### src/rtl/instr_loader_if.sv
// rtl/instr_loader_if.sv - program byte stream and instruction memory write port of the loader
interface instr_loader_if #(
    parameter int ADDR_W = 8
);
    logic              in_valid;
    logic [7:0]        in_data;
    logic              in_last;
    logic              in_ready;
    logic              imem_we;
    logic [ADDR_W-1:0] imem_addr;
    logic [15:0]       imem_wdata;

    // master: stream producer and memory consumer; slave: the loader itself
    modport master (
        output in_valid, in_data, in_last,
        input  in_ready, imem_we, imem_addr, imem_wdata
    );

    modport slave (
        input  in_valid, in_data, in_last,
        output in_ready, imem_we, imem_addr, imem_wdata
    );
endinterface

### src/rtl/instr_loader.sv
// rtl/instr_loader.sv - assembles big-endian 16-bit words from a byte stream, checks opcodes, writes imem
// Optional LOADER_CHECKSUM_EN: a trailing XOR checksum byte is verified before completion.
module instr_loader #(
    parameter int ADDR_W = 8,
    parameter int MAX_OP = 12
) (
    input  logic            clk,
    input  logic            rst,
    input  logic            start,
    instr_loader_if.slave   bus,
    output logic            busy,
    output logic            done,
    output logic            err,
    output logic [1:0]      err_code,
    output logic [ADDR_W:0] word_count
);
    localparam logic [3:0] op_max      = 4'(MAX_OP);
    localparam logic [1:0] code_opcode = 2'b01;
    localparam logic [1:0] code_odd    = 2'b10;
    localparam logic [1:0] code_ovf    = 2'b11;

    typedef enum logic [2:0] {
        st_idle,
        st_hi,
        st_lo,
        st_wr,
        st_done,
        st_err,
        st_ck
    } state_t;

    state_t state;
    state_t state_n;

    logic [7:0]        word_hi;
    logic              last_q;
    logic [ADDR_W-1:0] addr_q;
    logic [15:0]       wdata_q;
    logic [ADDR_W:0]   count_q;
    logic              err_q;
    logic [1:0]        code_q;

    logic              xfer;
    logic              begin_load;
    logic              hi_take;
    logic              lo_take;
    logic              lo_ok;
    logic              wr_step;
    logic              err_set;
    logic [1:0]        err_val;
    logic              we_c;
    logic              busy_c;
    logic              done_c;

`ifdef LOADER_CHECKSUM_EN
    logic [7:0]        csum_q;
    assign bus.in_ready = (state == st_hi) || (state == st_lo) || (state == st_ck);
`else
    assign bus.in_ready = (state == st_hi) || (state == st_lo);
`endif

    assign xfer = bus.in_valid && bus.in_ready;

    always_comb begin
        state_n    = state;
        begin_load = 1'b0;
        hi_take    = 1'b0;
        lo_take    = 1'b0;
        lo_ok      = 1'b0;
        wr_step    = 1'b0;
        err_set    = 1'b0;
        err_val    = 2'b00;
        we_c       = 1'b0;
        busy_c     = 1'b0;
        done_c     = 1'b0;

        case (state)
            st_idle: begin
                if (start) begin
                    begin_load = 1'b1;
                    state_n    = st_hi;
                end
            end

            st_hi: begin
                busy_c = 1'b1;
                if (xfer) begin
                    hi_take = 1'b1;
                    if (bus.in_last) begin
                        err_set = 1'b1;
                        err_val = code_odd;
                        state_n = st_err;
                    end else begin
                        state_n = st_lo;
                    end
                end
            end

            st_lo: begin
                busy_c = 1'b1;
                if (xfer) begin
                    lo_take = 1'b1;
                    if (word_hi[7:4] > op_max) begin
                        err_set = 1'b1;
                        err_val = code_opcode;
                        state_n = st_err;
                    end else begin
                        lo_ok   = 1'b1;
                        state_n = st_wr;
                    end
                end
            end

            st_wr: begin
                busy_c  = 1'b1;
                we_c    = 1'b1;
                wr_step = 1'b1;
                // A final word that exactly fills memory still completes normally.
                if (last_q) begin
`ifdef LOADER_CHECKSUM_EN
                    state_n = st_ck;
`else
                    state_n = st_done;
`endif
                end else if (addr_q == '1) begin
                    err_set = 1'b1;
                    err_val = code_ovf;
                    state_n = st_err;
                end else begin
                    state_n = st_hi;
                end
            end

`ifdef LOADER_CHECKSUM_EN
            st_ck: begin
                busy_c = 1'b1;
                if (xfer) begin
                    if (bus.in_data == csum_q) begin
                        state_n = st_done;
                    end else begin
                        err_set = 1'b1;
                        err_val = code_ovf;
                        state_n = st_err;
                    end
                end
            end
`endif

            st_done: begin
                done_c = 1'b1;
                if (start) begin
                    begin_load = 1'b1;
                    state_n    = st_hi;
                end else begin
                    state_n    = st_idle;
                end
            end

            st_err: begin
                if (start) begin
                    begin_load = 1'b1;
                    state_n    = st_hi;
                end
            end

            default: state_n = st_idle;
        endcase
    end

    always_ff @(posedge clk) begin
        if (rst) begin
            state   <= st_idle;
            word_hi <= '0;
            last_q  <= 1'b0;
            addr_q  <= '0;
            wdata_q <= '0;
            count_q <= '0;
            err_q   <= 1'b0;
            code_q  <= 2'b00;
`ifdef LOADER_CHECKSUM_EN
            csum_q  <= '0;
`endif
        end else begin
            state <= state_n;
            if (begin_load) begin
                count_q <= '0;
                addr_q  <= '0;
                err_q   <= 1'b0;
                code_q  <= 2'b00;
            end
            if (hi_take) begin
                word_hi <= bus.in_data;
            end
            // wdata only changes on a legal word so the write port stays stable outside WR
            if (lo_ok) begin
                wdata_q <= {word_hi, bus.in_data};
                last_q  <= bus.in_last;
            end
            if (wr_step) begin
                count_q <= count_q + 1'b1;
                if (addr_q != '1) begin
                    addr_q <= addr_q + 1'b1;
                end
            end
            if (err_set) begin
                err_q  <= 1'b1;
                code_q <= err_val;
            end
`ifdef LOADER_CHECKSUM_EN
            if (begin_load) begin
                csum_q <= '0;
            end else if (hi_take || lo_take) begin
                csum_q <= csum_q ^ bus.in_data;
            end
`endif
        end
    end

    assign bus.imem_we    = we_c;
    assign bus.imem_addr  = addr_q;
    assign bus.imem_wdata = wdata_q;
    assign busy           = busy_c;
    assign done           = done_c;
    assign err            = err_q;
    assign err_code       = code_q;
    assign word_count     = count_q;
endmodule

### src/flat_wrapper.sv
// flat-port wrapper written by rule: the top's interface ports become plain ports
module instr_loader_flat 
#(
    parameter int ADDR_W = 8,
    parameter int MAX_OP = 12
)
  (clk, rst, start, busy, done, err, err_code, word_count, bus_in_valid, bus_in_data, bus_in_last, bus_in_ready, bus_imem_we, bus_imem_addr, bus_imem_wdata);
  instr_loader_if #(.ADDR_W(ADDR_W)) bus_i ();
  input  logic clk;
  input  logic rst;
  input  logic start;
  output logic busy;
  output logic done;
  output logic err;
  output logic [1:0] err_code;
  output logic [ADDR_W:0] word_count;
  input wire logic [$bits(bus_i.in_valid)-1:0] bus_in_valid;
  input wire logic [$bits(bus_i.in_data)-1:0] bus_in_data;
  input wire logic [$bits(bus_i.in_last)-1:0] bus_in_last;
  output wire logic [$bits(bus_i.in_ready)-1:0] bus_in_ready;
  output wire logic [$bits(bus_i.imem_we)-1:0] bus_imem_we;
  output wire logic [$bits(bus_i.imem_addr)-1:0] bus_imem_addr;
  output wire logic [$bits(bus_i.imem_wdata)-1:0] bus_imem_wdata;
  assign bus_i.in_valid = bus_in_valid;
  assign bus_i.in_data = bus_in_data;
  assign bus_i.in_last = bus_in_last;
  assign bus_in_ready = bus_i.in_ready;
  assign bus_imem_we = bus_i.imem_we;
  assign bus_imem_addr = bus_i.imem_addr;
  assign bus_imem_wdata = bus_i.imem_wdata;
  instr_loader #(.ADDR_W(ADDR_W), .MAX_OP(MAX_OP)) u_core (.clk(clk), .rst(rst), .start(start), .bus(bus_i), .busy(busy), .done(done), .err(err), .err_code(err_code), .word_count(word_count));
endmodule
### config.mk
export PLATFORM = sky130hd
export DESIGN_NAME = instr_loader_flat
export DESIGN_NICKNAME = d
export VERILOG_FILES = /design/src/rtl/instr_loader_if.sv /design/src/rtl/instr_loader.sv /design/src/flat_wrapper.sv
export SDC_FILE = /design/constraint.sdc
export NUM_CORES = 1
export LEC_CHECK = 0
export BUFFER_PORTS_ARGS = -buffer_cell sky130_fd_sc_hd__buf_2
export CAP_MARGIN = 20
export CELL_PAD_IN_SITES_DETAIL_PLACEMENT = 1
export CELL_PAD_IN_SITES_GLOBAL_PLACEMENT = 1
export CORE_UTILIZATION = 30
export DETAILED_ROUTE_END_ITERATION = 7
export PLACE_DENSITY_LB_ADDON = 0.1
export SLEW_MARGIN = 20
export SYNTH_ARGS = -nofsm -noshare
export SYNTH_HDL_FRONTEND = slang
export SYNTH_SLANG_ARGS = --single-unit
### constraint.sdc
create_clock -name clk -period 1.79 [get_ports clk]
set_input_delay 0.2685 -clock clk [delete_from_list [all_inputs] [get_ports clk]]
set_output_delay 0.2685 -clock clk [all_outputs]
set_load 0.02 [all_outputs]
==> run summary, run 1 <==
The highest clock frequency the design can meet is 609.2 MHz. Counting the fill cells in the layout gives 869. Max-cap violations in this run came to 0.

The maximum clock insertion buffer count is 2. In this run the static leakage power is 1.123 nW. VDD sags by at most 0.0002796 V. The total CTS buffers came out at 5. The synthesized area per cell is 7.990 µm². The count of nets left with antenna violations once routing finished came out at 0.

In this run the critical register-to-register path is launched from u_core.state[0]$_SDFFE_PP0P_. Ranked by total cell area, the synthesized netlist is headed by sky130_fd_sc_hd__dfxtp_1 (45%), sky130_fd_sc_hd__nand2_1 (11%), sky130_fd_sc_hd__a21oi_1 (9.4%), sky130_fd_sc_hd__nand3_1 (3.8%), sky130_fd_sc_hd__nor2_1 (3.0%). The power density relative to cell area came out at 804.0 nW/µm². Global routing used 16.46% of the available tracks across all layers. The final routed wire length divided by cell count is 13.64 µm. For this design the top-level I/O count stands at 53.

The die span in y came out at 86.33 µm. The post-synthesis xor/xnor area fraction came out at 1.642%. The worst pin sits at a relative slew slack of 70.95%. The initial standard-cell utilization of the core came out at 31.23%.

The clock-pin slew on the worst setup and hold paths came out at 100 ps. The floorplan core area came out at 6832 µm². The area of placed instances is 2567 µm². The number of storage elements in the synthesis netlist came out at 48. The compound-gate portion of the synthesized area is 20.70%. Entering global routing, the biggest net connects 29 pins. Of the total synthesized cell area, the portion taken by AND, OR, NAND and NOR gates is 26.57%.

The critical path in this run is classified as register to output port. The total power came out at 2.157 mW. The leftover overflow at the end of global routing came out at 0. The final net count came out at 342.

The horizontal extent of the die is 86.33 µm. The area share of the largest cell type after synthesis came out at 45.04%. The number of remaining DRC errors is 0. The ratio of cells with drive above 1 in the final layout is 25.91%. The estimated wirelength of the detail-placed design is 4230 µm. For this run, the leading register cell type out of synthesis is sky130_fd_sc_hd__dfxtp_1. The number of hold violations in the final report came out at 0.

The sequential area share after synthesis came out at 45.04%. The number of nets in the synthesized netlist came out at 282. The data arrival time of the critical path is 1370 ps. The first global-routing pass estimated 9715 µm of wire. The number of global-route vias before repair came to 2,004. The critical path startpoint is u_core.state[0]$_SDFFE_PP0P_. The slowest stage of the critical path is the sky130_fd_sc_hd__dfxtp_1 cell. The count of vias placed by the detailed router is 2,096. The clock latency on the worst-skew pair is 300 ps. The cell depth of the worst hold path is 3.

The slack of the worst reg-to-reg path is 160 ps. STA classifies the critical path startpoint as a register. The signal on the critical path passes through buf_4, xnor2_1, nor2_1, buf_2. The worst clock skew on the final layout is 6.785 ps. The total inserted antenna cells is 0. The netlist uses 43 different library cells.

Setup repair after global routing left no endpoint under its margin. The critical path's top delay family is flip-flops. The number of setup violations in the final report is 0. The largest fanout on the critical path is 10.

The number of design-rule violations left by the first detailed-router iteration is 97. The initial antenna violation count came out at 0. The number of buffers and inverters on the critical path is 2. The area of the die is 7452 µm². The share of the clock period used by the worst path came out at 91.70%. The startpoint identified for the worst hold timing path is bus_in_data[2].

The aggregate negative setup slack is 0 ps. The first detailed-routing pass took 4 iterations. Yosys mapped a number of flops with a built-in enable equal to 0. The warning count from the yosys run is 0.

The number of setup buffers added after CTS is 0. The final core area utilization is 39.27%. The number of sinks handled by clock tree synthesis came out at 48. The adder and majority cell fraction of the synthesized area is 1.173%. The count of buffers inserted at the top-level ports came out at 52. The maximum level of the CTS H-tree is 2. Counting I/O delays and the setup requirement, the final critical path takes 1642 ps. The run finished with clean final reports. The required arrival time at the worst endpoint came out at 1520 ps. Summed over all instances, the cell type with the most area after synthesis is sky130_fd_sc_hd__dfxtp_1.

After synthesis, the largest family of logic cells by area is simple AND/OR/NAND/NOR gates. The global placer's final weighted congestion came out at 0.7604. The fraction of registers with async set/reset came out at 0%.

The layout overhead on the synthesized area is 25.75%. The multiplexer share of the synthesized area is 1.584%. TritonCTS built the clock tree.

The total count of max-transition violations in the final report is 0. The maximum cell stage delay along the critical path is 470 ps. For hold timing, the worst endpoint is u_core.bus.imem_wdata[2]$_SDFFE_PP0P_.

The worst setup path is captured at an output port. The clock root buffer master is sky130_fd_sc_hd__clkbuf_8. In this run the cell area of the synthesized design comes to 2133 µm². Wires add up to 5782 µm.

The min-delay analysis places its worst path in the category primary input to register. The cell area after layout is 2683 µm². The number of vias per cell after detailed routing is 4.943. The number of placement rows came out at 30.

The quantity of hold-fixing buffers added after cts is 0. Once the clock tree was built, the resizer swapped 0 gates to a different size. In this run the critical register-to-register path is captured at u_core.word_count[8]$_SDFFE_PP0P_. The worst register-to-register path has a depth of 6.

The transition time at the pin with the least slew margin is 429.9 ps. Synthesis produced a netlist whose cell count is 267.
-- tightest hold or removal path, stage by stage --
cell and delay, ps:
sky130_fd_sc_hd__buf_2 110, sky130_fd_sc_hd__nand2_1 50, sky130_fd_sc_hd__a21oi_1 50
-- worst max-delay path by stage --
stage / end / slack, ps / depth (start not counted)
3_3_place_gp: u_core.err$_SDFFE_PP0P_ / 220 / 4
5_1_grt: u_core.err_code[0]$_SDFFE_PP0P_ / 30 / 5
4_1_cts: u_core.err_code[0]$_SDFFE_PP0P_ / 150 / 5
3_5_place_dp: u_core.err_code[0]$_SDFFE_PP0P_ / 170 / 5
6_report: bus_in_ready / 150 / 4
2_1_floorplan: u_core.err_code[0]$_SDFFE_PP0P_ / 30 / 5
-- power breakdown --
group          internal, mW  switching, mW
Sequential             1.09         0.0208
Combinational        0.0856          0.145
Clock                 0.421          0.395
Total                  1.60          0.561
-- state kept, by name, indices dropped and copies added (netlist names) --
register and flops:
u_core.err 1, u_core.bus.imem_wdata 16, u_core.state 3, u_core.word_count 9, u_core.err_code 2, u_core.last_q 1
u_core.word_hi 8, u_core.bus.imem_addr 8
-- per-layer routing --
layer  GRT usage, %  part of all wire [%]  up-vias
li1               -                     -     1070
met1          20.97                    48      982
met2          28.21                    48       38
met3          2.571                   2.6        6
met4          5.909                   1.3        0
met5              0                     0        -
-- cell usage in the layout (no fill, tap or decap), types with 3 or more instances in the layout --
cell                        n
sky130_fd_sc_hd__dfxtp_1   48
sky130_fd_sc_hd__nand3_1   16
sky130_fd_sc_hd__buf_4     15
sky130_fd_sc_hd__a21oi_1   40
sky130_fd_sc_hd__or4_1      3
sky130_fd_sc_hd__o31ai_1    3
sky130_fd_sc_hd__clkbuf_8   5
sky130_fd_sc_hd__buf_2     52
sky130_fd_sc_hd__or3_1      3
sky130_fd_sc_hd__a211oi_1   3
sky130_fd_sc_hd__a31oi_1    4
sky130_fd_sc_hd__o21ai_0    6
sky130_fd_sc_hd__nand4_1    4
sky130_fd_sc_hd__nor2_1    17
sky130_fd_sc_hd__xnor2_1    3
sky130_fd_sc_hd__and3_1     5
sky130_fd_sc_hd__o211ai_1   4
sky130_fd_sc_hd__nand2_1   60
sky130_fd_sc_hd__mux2_2     3
-- final cells by class --
| cell class | instances | area, µm² | share of cell area (%) |
|---|---|---|---|
| clock buffers | 5 | 68.82 | 2.565 |
| clock inverters | 3 | 46.29 | 1.726 |
| inverters | 3 | 11.26 | 0.4198 |
| multi-input cells | 202 | 1102 | 41.09 |
| flip-flops and latches | 48 | 960.9 | 35.82 |
| well taps | 96 | 120.1 | 4.478 |
| repair buffers | 67 | 372.9 | 13.90 |
-- synth_stat cells (all sizes together), types with 4 or more instances --
master / count
o211ai: 4
nand3: 16
buf: 5
nand2: 60
o21ai: 7
nor2: 17
nand4: 4
a31oi: 4
a21oi: 40
clkbuf: 9
and3: 5
dfxtp: 48
-- metrics by stage --
step                hold slack [ps]  worst slack [ps]  cells
CTS                           199.3             145.3    424
finish                        211.2             148.5    424
floorplan                     404.5             30.11    267
global route                  202.3             26.16    424
global placement              439.1             222.9    416
detailed placement            445.3             173.4    416
-- kinds of logic after synthesis --
logic type,Yosys count
fa+ha+maj,2
flops,48
compound gates,73
buf+inv,17
mux,3
simple gates,120
xor+xnor,4
(Power assumes the default switching activity.)
==> run 2, diff against run 1 <==
--- a/config.mk
+++ b/config.mk
@@ -9,9 +9,12 @@
 export CAP_MARGIN = 20
 export CELL_PAD_IN_SITES_DETAIL_PLACEMENT = 1
 export CELL_PAD_IN_SITES_GLOBAL_PLACEMENT = 1
+export CORE_MARGIN = 2
 export CORE_UTILIZATION = 30
+export CTS_BUF_LIST = sky130_fd_sc_hd__clkbuf_8
 export DETAILED_ROUTE_END_ITERATION = 7
 export PLACE_DENSITY_LB_ADDON = 0.1
+export RECOVER_POWER = 25
 export SLEW_MARGIN = 20
 export SYNTH_ARGS = -nofsm -noshare
 export SYNTH_HDL_FRONTEND = slang
==> run 2 against run 1 <==
Against the previous run: register-to-register slack got worse by 40 ps; non-clock buffer count fell by 1; critical path depth rose by 1; worst hold slack worse by 8.2 ps; die area up 4.7%; via count up 1.0%; wire length grew 4.1%; core utilization increased by 0.31 points.
==> run summary, run 2 (synthesis gave the netlist of run 1 again) <==
The layout overhead on the synthesized area came out at 26.74%. The I/O pin count came out at 53. The final net count came out at 341. The required arrival time at the worst endpoint is 2040 ps. The routed layout has 2,117 vias. The total CTS buffers is 5. After detailed routing, the average wire length per cell comes to 14.23 µm. The estimated wirelength of the detail-placed design came out at 4298 µm. The startpoint class of the critical path is a register. The maximum clock insertion buffer count came out at 2.

The largest net degree at the start of global routing is 20. After clock tree synthesis, the flow added hold-fix buffers numbering 0. The number of sinks handled by clock tree synthesis came out at 48. The data arrival time of the critical path is 1930 ps.

Dividing the detail-routed via count by the number of cells gives 5.005. The slack of the worst reg-to-reg path is 120 ps. The count of buffers inserted at the top-level ports is 52. Post-CTS timing repair inserted 0 buffers for setup. The transition time at the pin with the least slew margin is 394.1 ps. The leakage power of the design is 1.048 nW.

The highest clock frequency the design can meet is 597.1 MHz. The post-detailed-route count of antenna-violating nets is 0. The aggregate negative setup slack came out at 0 ps. The maximum vdd drop came out at 0.0003423 V. The floorplan step defined a core boundary enclosing 6832 µm². For this run, design rule violations remaining after detail routing come to 0. At the end of routability-driven placement, the weighted congestion stood at 0.7684.

After clock tree synthesis, the clock-pin slew on the worst setup and hold paths is 90 ps. The aggregate global-route resource usage is 16.22%. The number of flip-flops under the largest register name is 16. The global routing met2 resource utilization is 28.91%. The number of global-route vias before repair came out at 2,081. The met3 track demand over resource came out at 3.172%.

The area of the die is 7801 µm². The number of placement rows came out at 30. STA classifies the critical path endpoint as a register. Along the worst path, the maximum fanout reaches 5. After layout, the worst path uses 93.56% of the clock period. The first-pass iteration count of the detailed router came out at 4.

The global routing met1 resource utilization is 19.69%. The max-cap violation count is 0. Leaving out filler cells and counting taps, the final layout contains 423. The initial antenna violation count is 0. Setup repair after global routing left no endpoint under its margin. The die is 88.33 µm tall. The busiest layer in global routing is met2. In the final layout, the share of cells above drive strength 1 is 18.96%.

The maximum level of the CTS H-tree came out at 2. For this design the ratio of total power to cell area is 896.3 nW/µm². The total count of max-transition violations in the final report is 0.

The number of setup violations in the final report came out at 0. The first global-routing pass estimated 9929 µm of wire. TritonCTS built the clock tree.

The final period demand of the worst path came out at 1675 ps. The min-delay analysis places its worst path in the category primary input to register. The initial standard-cell utilization of the core is 31.23%. The run finished with clean final reports. The leftover overflow at the end of global routing is 0.

The cell count after placement is 415. The later pin in the worst-skew pair is clocked with a latency of 300 ps. The library cells used most frequently in the layout, excluding fill and tap cells, are sky130_fd_sc_hd__nand2_1 (60), sky130_fd_sc_hd__dfxtp_1 (48), sky130_fd_sc_hd__a21oi_1 (40). The number of hold violations in the final report came out at 0. In this run the tightest slew margin relative to its limit is 73.61%. Leaving out fill and tap cells, the most frequent cell in the layout is sky130_fd_sc_hd__nand2_1. The horizontal extent of the die came out at 88.33 µm. The number of antenna diodes in the final layout is 0. After clock tree synthesis, the repair step resized 0 gates. The worst clock skew on the final layout came out at 5.516 ps.

The wire length reported by the detailed router is 6019 µm. The number of design-rule violations left by the first detailed-router iteration is 76. In this run the clock root is driven by a sky130_fd_sc_hd__clkbuf_8. The critical path in this run is classified as register to register.
-- run 2: worst max-delay path: stages (launching register included) --
cell and delay [ps]:
sky130_fd_sc_hd__dfxtp_1 340, sky130_fd_sc_hd__ha_1 210, sky130_fd_sc_hd__nand4_1 230, sky130_fd_sc_hd__or4_1 580
sky130_fd_sc_hd__a21oi_1 150, sky130_fd_sc_hd__a31o_2 110
-- run 2: path summary, 6_finish.rpt --
kind / start / endpoint / cells after the start
worst max-delay path: u_core.bus.imem_addr[0]$_SDFF_PP0_ / u_core.err_code[0]$_SDFFE_PP0P_ / 5
worst max register to register: u_core.bus.imem_addr[0]$_SDFF_PP0_ / u_core.err_code[0]$_SDFFE_PP0P_ / 5
worst min-delay path: bus_in_data[0] / u_core.bus.imem_wdata[0]$_SDFFE_PP0P_ / 3
worst min register to register: u_core.bus.imem_wdata[7]$_SDFFE_PP0P_ / u_core.bus.imem_wdata[7]$_SDFFE_PP0P_ / 2
-- run 2: metrics by stage --
stage | hold slack (ps) | utilization (%) | power, mW | area [µm²] | setup slack (ps)
global route | 200.4 | 39.58 | 2.550 | 2704 | 15.01
floorplan | 404.5 | - | 1.277 | 2133 | 30.11
finish | 203.0 | 39.58 | 2.423 | 2704 | 115.3
global placement | 438.5 | 37.66 | 1.372 | 2572 | 179.7
CTS | 193.3 | 39.98 | 2.468 | 2731 | 107.5
detailed placement | 444.6 | 37.66 | 1.373 | 2572 | 137.8
-- run 2: final cells by class --
type                            instances  area [µm²]
Clock inverter                          3       90.09
Timing Repair Buffer                   66       350.3
Multi-Input combinational cell        202        1102
Sequential cell                        48       960.9
Clock buffer                            5       68.82
Tap cell                               96       120.1
Inverter                                3       11.26
Fill cell                             862        4128
-- run 2: routing by layer --
layer	vias to the layer above	wire length [µm]
met3	5	187
met2	35	3003
met4	0	46
met1	1012	2782
li1	1065	-
met5	-	0
-- run 2: power breakdown --
part	switching, mW	total, mW	internal, mW
combinational	0.149	0.236	0.0877
sequential	0.0177	1.11	1.09
clock	0.383	1.08	0.699
total	0.549	2.42	1.87
